<file path="config.mk">
export PLATFORM = sky130hd
export DESIGN_NAME = id_ex_pipe_reg
export DESIGN_NICKNAME = d
export VERILOG_FILES = /design/src/rtl/id_ex_pipe_reg_pkg.sv /design/src/rtl/id_ex_pipe_reg_sat_counter.sv /design/src/rtl/id_ex_pipe_reg.sv
export SDC_FILE = /design/constraint.sdc
export NUM_CORES = 1
export LEC_CHECK = 0
export ABC_AREA = 1
export ABC_CLOCK_PERIOD_IN_PS = 3400
export CAP_MARGIN = 25
export CORE_MARGIN = 4
export CORE_UTILIZATION = 45
export CTS_BUF_LIST = sky130_fd_sc_hd__clkbuf_2
export CTS_CLUSTER_SIZE = 10
export DETAILED_ROUTE_END_ITERATION = 10
export PLACE_DENSITY = 0.95
export SYNTH_ARGS = -nofsm -noshare
export SYNTH_HDL_FRONTEND = slang
export SYNTH_SLANG_ARGS = --single-unit
export TNS_END_PERCENT = 1
</file>
<file path="constraint.sdc">
create_clock -name clk_i -period 3.4 [get_ports clk_i]
set_clock_uncertainty 0.15 [all_clocks]
set_input_delay 0.34 -clock clk_i [delete_from_list [all_inputs] [get_ports clk_i]]
set_output_delay 0.34 -clock clk_i [all_outputs]
set_load 0.02 [all_outputs]
</file>
<file path="src/rtl/id_ex_pipe_reg_pkg.sv">
// ----------------------------------------------------------------------------
// id_ex_pipe_reg_pkg
// Types and constants shared between the decoder and the pipeline registers
// around the ID/EX boundary.
//   ctrl_t     : decoder control bundle {ALUOp[1:0], ALUSrc, RegWrite,
//                MemRead, MemWrite, MemtoReg}, 7 bits
//   CTRL_ZERO  : the all-inactive bundle loaded on a bubble
//   OP_*       : RV32I major opcodes recognised by the decoder
// ----------------------------------------------------------------------------
package id_ex_pipe_reg_pkg;

  typedef struct packed {
    logic [1:0] alu_op;
    logic       alu_src;
    logic       reg_write;
    logic       mem_read;
    logic       mem_write;
    logic       mem_to_reg;
  } ctrl_t;

  localparam ctrl_t CTRL_ZERO = '0;

  localparam logic [6:0] OP_R_TYPE = 7'b0110011;
  localparam logic [6:0] OP_I_TYPE = 7'b0010011;
  localparam logic [6:0] OP_LW     = 7'b0000011;
  localparam logic [6:0] OP_SW     = 7'b0100011;
  localparam logic [6:0] OP_BEQ    = 7'b1100011;

endpackage : id_ex_pipe_reg_pkg

</file>
<file path="src/rtl/id_ex_pipe_reg_sat_counter.sv">
// ----------------------------------------------------------------------------
// sat_counter
// Unsigned up-counter that saturates at all-ones instead of wrapping.
//   i_clk    : clock, rising edge
//   i_rst_n  : asynchronous active-low clear
//   i_inc    : count one event this cycle
//   i_hold   : freeze the count (wins over i_inc)
//   o_cnt    : current count
// ----------------------------------------------------------------------------
module sat_counter #(
  parameter int W = 32
) (
  input  logic         i_clk,
  input  logic         i_rst_n,
  input  logic         i_inc,
  input  logic         i_hold,
  output logic [W-1:0] o_cnt
);

  logic [W-1:0] r_cnt;
  logic         w_at_max;

  assign w_at_max = &r_cnt;

  // NOTE: sequential state is always written with non-blocking assignments so
  // every flop samples the pre-edge value of every other flop.
  always_ff @(posedge i_clk or negedge i_rst_n) begin
    if (!i_rst_n) begin
      r_cnt <= '0;
    end else if (!i_hold && i_inc && !w_at_max) begin
      r_cnt <= r_cnt + 1'b1;
    end
  end

  assign o_cnt = r_cnt;

endmodule : sat_counter

</file>
<file path="src/rtl/id_ex_pipe_reg.sv">
// ----------------------------------------------------------------------------
// id_ex_pipe_reg
// ID -> EX pipeline register. Captures the decoder control bundle and the
// ID-stage operands each cycle, with stall (hold) and flush (bubble) control,
// and counts bubbles that enter EX.
//   clk_i, rst_i         : clock (rising edge), async active-low reset
//   Stall_i, Flush_i     : hold all fields / load a bubble (flush wins)
//   Valid_i              : ID instruction is real (0 = fetch bubble)
//   ALUOp_i..MemtoReg_i  : decoder control bundle
//   PC_i, RS1data_i, RS2data_i, Imm_i, Funct_i, RS1addr_i, RS2addr_i,
//   RDaddr_i             : ID-stage operands
//   *_o                  : registered twins of every *_i above
//   BubbleCnt_o          : saturating count of bubbles loaded into EX
// ----------------------------------------------------------------------------
module id_ex_pipe_reg
  import id_ex_pipe_reg_pkg::*;
#(
  parameter int DATA_W = 32,
  parameter int REG_AW = 5,
  parameter int CNT_W  = 32
) (
  input  logic              clk_i,
  input  logic              rst_i,
  input  logic              Stall_i,
  input  logic              Flush_i,
  input  logic              Valid_i,
  input  logic [1:0]        ALUOp_i,
  input  logic              ALUSrc_i,
  input  logic              RegWrite_i,
  input  logic              MemRead_i,
  input  logic              MemWrite_i,
  input  logic              MemtoReg_i,
  input  logic [DATA_W-1:0] PC_i,
  input  logic [DATA_W-1:0] RS1data_i,
  input  logic [DATA_W-1:0] RS2data_i,
  input  logic [DATA_W-1:0] Imm_i,
  input  logic [9:0]        Funct_i,
  input  logic [REG_AW-1:0] RS1addr_i,
  input  logic [REG_AW-1:0] RS2addr_i,
  input  logic [REG_AW-1:0] RDaddr_i,
  output logic              Valid_o,
  output logic [1:0]        ALUOp_o,
  output logic              ALUSrc_o,
  output logic              RegWrite_o,
  output logic              MemRead_o,
  output logic              MemWrite_o,
  output logic              MemtoReg_o,
  output logic [DATA_W-1:0] PC_o,
  output logic [DATA_W-1:0] RS1data_o,
  output logic [DATA_W-1:0] RS2data_o,
  output logic [DATA_W-1:0] Imm_o,
  output logic [9:0]        Funct_o,
  output logic [REG_AW-1:0] RS1addr_o,
  output logic [REG_AW-1:0] RS2addr_o,
  output logic [REG_AW-1:0] RDaddr_o,
  output logic [CNT_W-1:0]  BubbleCnt_o
);

  ctrl_t             w_ctrl_in;
  ctrl_t             r_ctrl;
  logic              r_valid;
  logic [DATA_W-1:0] r_pc;
  logic [DATA_W-1:0] r_rs1_data;
  logic [DATA_W-1:0] r_rs2_data;
  logic [DATA_W-1:0] r_imm;
  logic [9:0]        r_funct;
  logic [REG_AW-1:0] r_rs1_addr;
  logic [REG_AW-1:0] r_rs2_addr;
  logic [REG_AW-1:0] r_rd_addr;

  logic              w_hold;
  logic              w_bubble;
  logic [CNT_W-1:0]  w_bubble_cnt;

  assign w_ctrl_in = '{alu_op:     ALUOp_i,
                       alu_src:    ALUSrc_i,
                       reg_write:  RegWrite_i,
                       mem_read:   MemRead_i,
                       mem_write:  MemWrite_i,
                       mem_to_reg: MemtoReg_i};

  // Flush overrides stall, so a stall only holds when no flush is pending.
  assign w_hold   = Stall_i & ~Flush_i;
  // A bubble enters EX on a flush, or on a normal load of an invalid slot.
  assign w_bubble = Flush_i | (~Stall_i & ~Valid_i);

  // NOTE: the operand registers are reset along with the control bits; zeroed
  // RDaddr after reset keeps the forwarding unit from matching on stale data.
  always_ff @(posedge clk_i or negedge rst_i) begin
    if (!rst_i) begin
      r_valid    <= 1'b0;
      r_ctrl     <= CTRL_ZERO;
      r_pc       <= '0;
      r_rs1_data <= '0;
      r_rs2_data <= '0;
      r_imm      <= '0;
      r_funct    <= '0;
      r_rs1_addr <= '0;
      r_rs2_addr <= '0;
      r_rd_addr  <= '0;
    end else if (Flush_i) begin
      r_valid    <= 1'b0;
      r_ctrl     <= CTRL_ZERO;
      r_pc       <= '0;
      r_rs1_data <= '0;
      r_rs2_data <= '0;
      r_imm      <= '0;
      r_funct    <= '0;
      r_rs1_addr <= '0;
      r_rs2_addr <= '0;
      r_rd_addr  <= '0;
    end else if (!Stall_i) begin
      r_valid    <= Valid_i;
      r_ctrl     <= w_ctrl_in;
      r_pc       <= PC_i;
      r_rs1_data <= RS1data_i;
      r_rs2_data <= RS2data_i;
      r_imm      <= Imm_i;
      r_funct    <= Funct_i;
      r_rs1_addr <= RS1addr_i;
      r_rs2_addr <= RS2addr_i;
      r_rd_addr  <= RDaddr_i;
    end
  end

  sat_counter #(
    .W (CNT_W)
  ) u_bubble_cnt (
    .i_clk   (clk_i),
    .i_rst_n (rst_i),
    .i_inc   (w_bubble),
    .i_hold  (w_hold),
    .o_cnt   (w_bubble_cnt)
  );

  assign Valid_o     = r_valid;
  assign ALUOp_o     = r_ctrl.alu_op;
  assign ALUSrc_o    = r_ctrl.alu_src;
  assign RegWrite_o  = r_ctrl.reg_write;
  assign MemRead_o   = r_ctrl.mem_read;
  assign MemWrite_o  = r_ctrl.mem_write;
  assign MemtoReg_o  = r_ctrl.mem_to_reg;
  assign PC_o        = r_pc;
  assign RS1data_o   = r_rs1_data;
  assign RS2data_o   = r_rs2_data;
  assign Imm_o       = r_imm;
  assign Funct_o     = r_funct;
  assign RS1addr_o   = r_rs1_addr;
  assign RS2addr_o   = r_rs2_addr;
  assign RDaddr_o    = r_rd_addr;
  assign BubbleCnt_o = w_bubble_cnt;

endmodule : id_ex_pipe_reg

</file>
==> key figures, run 1 <==
Clock network
  • Worst-Skew Late Latency: ~0.77 ns
  • Clock transition at path regs: roughly 0.26 ns
  • Num CTS Buffers: 17
  • TritonCTS clock tree: done
  • Clk root buf: clkbuf_2
  • Htree depth: 4
  • Resize count post-CTS: 0
  • CTS Sinks: approximately 190
  • Longest Clk Path Bufs: 2

Synthesis
  • Synthesized flop and latch total: just under 200
  • Yosys warns: 0
  • Synth top area cells: dfrtp_1 57%, nand2_1 18%, nand3_1 10%
  • Synth async-reset ratio: 1.00
  • Share of the synthesized area in the top cell type: 0.566
  • Number of synthesized flops with an enable pin: 0
  • Post-synthesis sequential area ratio: 0.566
  • Yosys cell types: 25
  • Post-Syn Nets: between 1000 and 1500
  • Synth cell count leaders: 399 x nand2_1, 193 x dfrtp_1, 176 x nand3_1, 80 x a21oi_1, 49 x nor2_1
  • Area leader, netlist: dfrtp_1
  • Synth Cell Area: ~8500 µm²
  • Cell with the most instances after synthesis: nand2_1
  • Synth Area per Inst: between 8 and 9 µm²
  • Main synth FF type: dfrtp_1
  • Post-Synthesis Cells: approximately 1000

STA
  • F_max: approximately 330 MHz
  • RSZ-0062 raised after global routing: no
  • TNS Setup: 0 ns
  • Final min period: between 3 and 4 ns
  • Final setup violation count: 0
  • Slew headroom: 0.435
  • Tightest Pin Transition: roughly 0.85 ns
  • Crit share post-route: 0.897
  • Max Slew Vio Count: 0
  • Fin. Hold Viols: 0

Detailed routing
  • DR WL met2: 19600 µm
  • DR top layer: met4
  • WL/cell: 21.8 µm
  • DR WL met3: 3730 µm
  • DRT Pass-1 Iters: 7
  • Remaining antenna violation count after routing: 0
  • Final wirelength: 40600 µm
  • Vias per cell: around 5.6
  • Drt initial violations: between 1000 and 1500
  • Wl on met1: approximately 14000 µm
  • Via count: between 10000 and 15000
  • Residual DRC: 0

Layout
  • Share of post-route cells with drive strength above 1: 0.0383
  • Non-filler instance count after layout: between 1500 and 2000
  • Area Overhead vs Synth: 76.1%
  • Final Cell Area: roughly 15000 µm²
  • Nets@finish: between 1500 and 2000
  • Post-Route Utilization: 0.803

Floorplanning
  • Die H: about 150 µm
  • Placement Rows: 50
  • Die area: 21200 µm²
  • Floorplan die width: about 150 µm
  • Initial Util: 0.456
  • # IOs: between 300 and 400
  • Total core area: approximately 19000 µm²

Placement
  • Dpl cell area: 12200 µm²
  • IO Port Bufs: between 300 and 400
  • Final RePlAce weighted congestion: approximately 0.93
  • Placed Cells: 1570
  • Post-DP HPWL: around 21000 µm

Global route
  • Gr usage total: 0.374
  • First-pass GRT wire length: 62200 µm
  • Grt ovf: 0
  • Largest net degree at the start of global routing: 110
  • Vias in the first global route: approximately 11000
  • Initial antenna violation count: 4

Critical path
  • CP Launch Type: primary input
  • Slowest CP cell: buf_4
  • R2R Path End: u_bubble_cnt.o_cnt[27]
  • Crit path cell chain: dlygate4sd3_1, buf_4, inv_4, buf_12, nand3_1, dlygate4sd3_1, nand2_1, dlygate4sd3_1
  • Critical Path RT: between 3 and 4 ns
  • Worst R2R Path Depth: 10
  • Cell repeated most along the worst path: dlygate4sd3_1
  • Setup CP Type: primary input to flop
  • Endpoint class of the critical path: flop
  • Worst r2r src: u_bubble_cnt.o_cnt[0]
  • Crit path DAT: 3.57 ns
  • R2r setup slk: 0.82 ns
  • Critical-path maximum fanout: 109
  • Critical Path Max Stage Delay: 0.63 ns

Flow run
  • Max-cap violations: 0

Worst hold path
  • Worst Hold Launch: Valid_i
  • Hold Path Sink: Valid_o
  • Hold depth: 3
  • Tightest Hold Check Type: primary input to flop

Pwr
  • Peak VDD IR: around 200 µV
  • Overall power: ~5.1 mW
  • PwrDens: around 340 nW/µm²
  • Pleak: roughly 6.7 nW

Outcome
  • Status: finished clean
worst max-delay path, delay by kind of cell:
kind	cells	cell delay, ns
buffers and inverters	6	2.91
and+or+nand+nor	2	0.27
cells by family (layout without fill, tap and decap cells):
family,count (synthesis),after routing,synth area share
AO/OA/AOI/OAI,84,84,0.0506
flip-flops,193,193,0.566
XOR/XNOR,10,10,0.0103
adder cells (fa/ha/maj),1,1,0.00147
other,0,4,0
buffers and inverters,91,677,0.0443
AND/OR/NAND/NOR,655,655,0.328
cell usage in the layout, fill, tap and decap left out:
cell type	synthesis	routed
nand3b_1	11	11
clkbuf_8	0	1
inv_4	0	2
nand4_1	7	7
bufinv_16	0	1
dfrtp_1	193	193
dlygate4sd3_1	0	251
nor2_4	2	2
inv_8	0	3
o21ai_4	1	1
clkinvlp_4	0	3
inv_1	22	22
clkinv_4	0	5
nor2_1	49	49
buf_2	17	1
clkbuf_2	0	18
buf_12	0	3
nor2_8	1	1
nand3_1	176	176
a21oi_1	80	80
nor3_1	2	2
inv_2	3	1
xor2_1	4	4
xnor2_1	6	6
nor3_2	1	1
ha_1	1	1
buf_4	2	9
inv_6	0	2
nand2_1	399	399
clkdlybuf4s50_1	0	354
nand2_2	4	4
buf_16	0	1
nor2_2	3	3
diode_2	0	4
o21ai_0	3	3
report_power, final:
group	switching (mW)	internal, mW	total, mW
Sequential	0.127	2.43	2.56
Clock	0.907	0.294	1.20
Combinational	0.672	0.686	1.36
Total	1.71	3.41	5.12
sequential cells by signal, summed over array words and instances (netlist names), 2 cells and up:
register and flops:
Funct_o 10, u_bubble_cnt.o_cnt 32, RS1addr_o 5, RS1data_o 32
Imm_o 32, PC_o 32, ALUOp_o 2, RDaddr_o 5
RS2data_o 32, RS2addr_o 5
worst max-delay path by stage:
stage	slack, ns	endpoint	start	depth (start not counted)
floorplan	1.58	u_bubble_cnt.o_cnt[25]	u_bubble_cnt.o_cnt[1]	11
global placement	1.06	u_bubble_cnt.o_cnt[2]	u_bubble_cnt.o_cnt[0]	10
detailed placement	0.99	u_bubble_cnt.o_cnt[2]	u_bubble_cnt.o_cnt[0]	10
CTS	0.63	Funct_o[8]	Stall_i	8
global route	0.35	PC_o[25]	Stall_i	8
finish	0.35	PC_o[25]	Stall_i	8
routing by layer:
metal  GRT usage  vias to the layer above
li1            -                     4486
met4       0.277                        0
met2       0.630                      812
met3       0.105                      246
met5           0                        -
met1       0.399                     4928
stage by stage:
stage	hold WS, ns	worst slack [ns]
after global routing	0.144	0.347
final	0.188	0.352
after detailed placement	0.281	0.986
after CTS	0.0286	0.631
after global placement	0.270	1.06
after floorplan	-0.106	1.58
what timing repair did:
action | CTS | global route
hold buffers | 251 | 1
hold endpoints to repair | 352 | 1
setup buffers | 0 | 0
setup endpoints to repair | 0 | 0
cell type report:
class                   instances  area, µm²
inverters                      25       98.8
fillers                      1012       3680
multi-input cells             750       3330
repair buffers                620       6230
flip-flops and latches        193       4830
clock inverters                14        148
diodes                          4       10.0
clock buffers                  18       90.1
well taps                     234        293
No activity file was read; power rests on OpenSTA's default activity.
==> inputs of run 2 (changes only) <==
- ABC_CLOCK_PERIOD_IN_PS: 3400 -> unset
- GPL_TIMING_DRIVEN: unset -> 0
==> run 2 against run 1 <==
Effect of this change:
- flip-flop and latch count unchanged
- register-to-register slack improved by 0.56 ns
- critical path type is now flop to output port
- sequential power is essentially flat
- sequential share of layout area increased by 0.89 points
- clock-buffer cell count increased by 1
- largest cell class unchanged
- die area stayed put
- worst setup slack improved by 0.57 ns
- power is 0.32% lower
- critical endpoint is now RS2data_o[24]
- clock power about the same
==> key figures, run 2 (same netlist as run 1, synthesis figures left out) <==
STA
  • Tightest Pin Transition: roughly 0.73 ns
  • Crit share post-route: 0.730
  • Max Slew Vio Count: 0
  • Slew headroom: 0.510
  • Final setup violation count: 0
  • RSZ-0062 raised after global routing: no
  • Final min period: 2.48 ns
  • F_max: 403 MHz
  • Fin. Hold Viols: 0

Critical path
  • CP Launch Type: flop
  • Crit path DAT: about 2.0 ns
  • CP bufs+invs: 1
  • Critical-path maximum fanout: 2
  • Slowest CP cell: clkdlybuf4s50_1
  • Critical Path RT: just under 3 ns
  • Setup CP Type: flop to output port
  • Endpoint class of the critical path: output port
  • CP top delay family: buffers and inverters
  • Crit path cell chain: clkdlybuf4s50_1
  • Critical Path Max Stage Delay: between 0.6 and 0.7 ns

Global route
  • Gr usage total: 0.367
  • Grt ovf: 0
  • Vias in the first global route: 11100
  • Initial antenna violation count: 6
  • First-pass GRT wire length: 61500 µm
  • Largest net degree at the start of global routing: roughly 130

Pwr
  • Overall power: approximately 5.1 mW
  • Clock power share: 0.240
  • Peak VDD IR: 218 µV
  • Sw frac: 0.325
  • Combinational power share: 0.259
  • Switch Pwr: 1.66 mW
  • Flop pwr share: 0.501
  • Cell-internal power: about 3.4 mW
  • PwrDens: 349 nW/µm²
  • Pleak: between 6 and 7 nW

Detailed routing
  • Residual DRC: 0
  • Remaining antenna violation count after routing: 0
  • DRT Pass-1 Iters: 6
  • Drt initial violations: 1097
  • Vias per cell: roughly 5.7
  • Final wirelength: roughly 40000 µm
  • WL/cell: 21.5 µm
  • Via count: between 10000 and 15000

Outcome
  • Status: finished clean

Clock network
  • CTS Sinks: 193
  • Clock transition at path regs: about 0.34 ns
  • Htree depth: 4
  • Clk root buf: clkbuf_2
  • TritonCTS clock tree: done
  • Num CTS Buffers: 17
  • Worst-Skew Late Latency: 0.74 ns
  • Longest Clk Path Bufs: 2

Layout
  • Commonest non-fill, non-tap cells in the layout: 399 x nand2_1, 354 x clkdlybuf4s50_1, 193 x dfrtp_1, 192 x dlygate4sd3_1, 176 x nand3_1
  • Nets@finish: 1768
  • Share of post-route cells with drive strength above 1: 0.0427
  • Post-Route Utilization: 0.782
  • Most common cell after layout, fill and taps aside: nand2_1
  • Fillers: 1054
  • Area Overhead vs Synth: 71.3%

Floorplanning
  • Total core area: ~19000 µm²
  • Die area: 21200 µm²
  • Die H: 146 µm
  • Placement Rows: 50
  • # IOs: ~360
  • Floorplan die width: roughly 150 µm
  • Initial Util: 0.456

Placement
  • IO Port Bufs: around 360
  • Post-DP HPWL: 22900 µm
  • Final RePlAce weighted congestion: a little over 0.9

Flow run
  • Max-cap violations: 0

Worst hold path
  • Tightest Hold Check Type: primary input to flop
[run 2: timing repair]
action | CTS | global route
resized for setup | 0 | 0
buffers inserted | 0 | 0
hold buffers | 192 | 1
endpoints found under the hold margin | 351 | 1
[run 2: power by group through the flow]
stage	Sequential, mW	Combinational (mW)	Clock (mW)
2_1_floorplan	2.73	0.281	0
5_1_grt	2.57	1.39	1.34
3_3_place_gp	2.57	1.05	0
6_report	2.56	1.32	1.22
3_5_place_dp	2.58	1.07	0
4_1_cts	2.54	1.26	1.21
[run 2: worst paths after layout]
| kind | end | slack (ns) | startpoint | cells past startpoint |
|---|---|---|---|---|
| worst max register to register | u_bubble_cnt.o_cnt[27] | 1.38 | u_bubble_cnt.o_cnt[0] | 11 |
| worst min register to register | Imm_o[4] | 0.40 | Imm_o[4] | 2 |
| min in group asynchronous | RS2data_o[27] | 0.52 | rst_i | 4 |
| max in group asynchronous | u_bubble_cnt.o_cnt[23] | 1.94 | rst_i | 4 |
| worst max-delay path | RS2data_o[24] | 0.92 | RS2data_o[24] | 1 |
| worst min-delay path | RDaddr_o[4] | 0.07 | RDaddr_i[4] | 3 |
[run 2: metrics by stage]
step	instance area [µm²]	setup TNS (ns)	setup slack, ns	instances	hold WS [ns]
3_3_place_gp	12400	-1173.56	-6.10	1623	0.343
6_report	14600	0	0.919	1855	0.0715
5_1_grt	14600	0	0.810	1855	0.000833
3_5_place_dp	12400	0	1.19	1624	0.182
2_1_floorplan	8530	0	1.58	1034	-0.106
4_1_cts	14600	0	0.894	1848	0.000246
[run 2: worst reg2reg max path: stages, from the launching register on]
cell,delay [ns]
dfrtp_1,0.47
ha_1,0.22
inv_1,0.11
nor2_8,0.21
nand2_2,0.07
nor2_1,0.10
nand2_1,0.11
nand2_2,0.13
inv_2,0.10
buf_6,0.16
nand2_1,0.06
nand2_1,0.05
[run 2: metal layers]
layer | wire (µm) | part of all wire | global-route usage | vias to the layer above
met3 | 3950 | 0.099 | 0.100 | 228
met1 | 13800 | 0.35 | 0.403 | 4950
met4 | 3080 | 0.077 | 0.264 | 0
met5 | 0 | 0 | 0 | -
met2 | 19100 | 0.48 | 0.613 | 840
li1 | - | - | - | 4490
[run 2: layout make-up]
| cell class | count | area (µm²) | share of cell area |
|---|---|---|---|
| clock buffer | 19 | 95.1 | 0.00650 |
| multi-input combinational | 750 | 3330 | 0.228 |
| sequential | 193 | 4830 | 0.330 |
| buffer | 66 | 284 | 0.0194 |
| timing repair buffer | 549 | 5540 | 0.379 |
| antenna | 6 | 15.0 | 0.00103 |
| inverter | 25 | 93.8 | 0.00642 |
| clock inverter | 13 | 149 | 0.0102 |
| tap | 234 | 293 | 0.0200 |
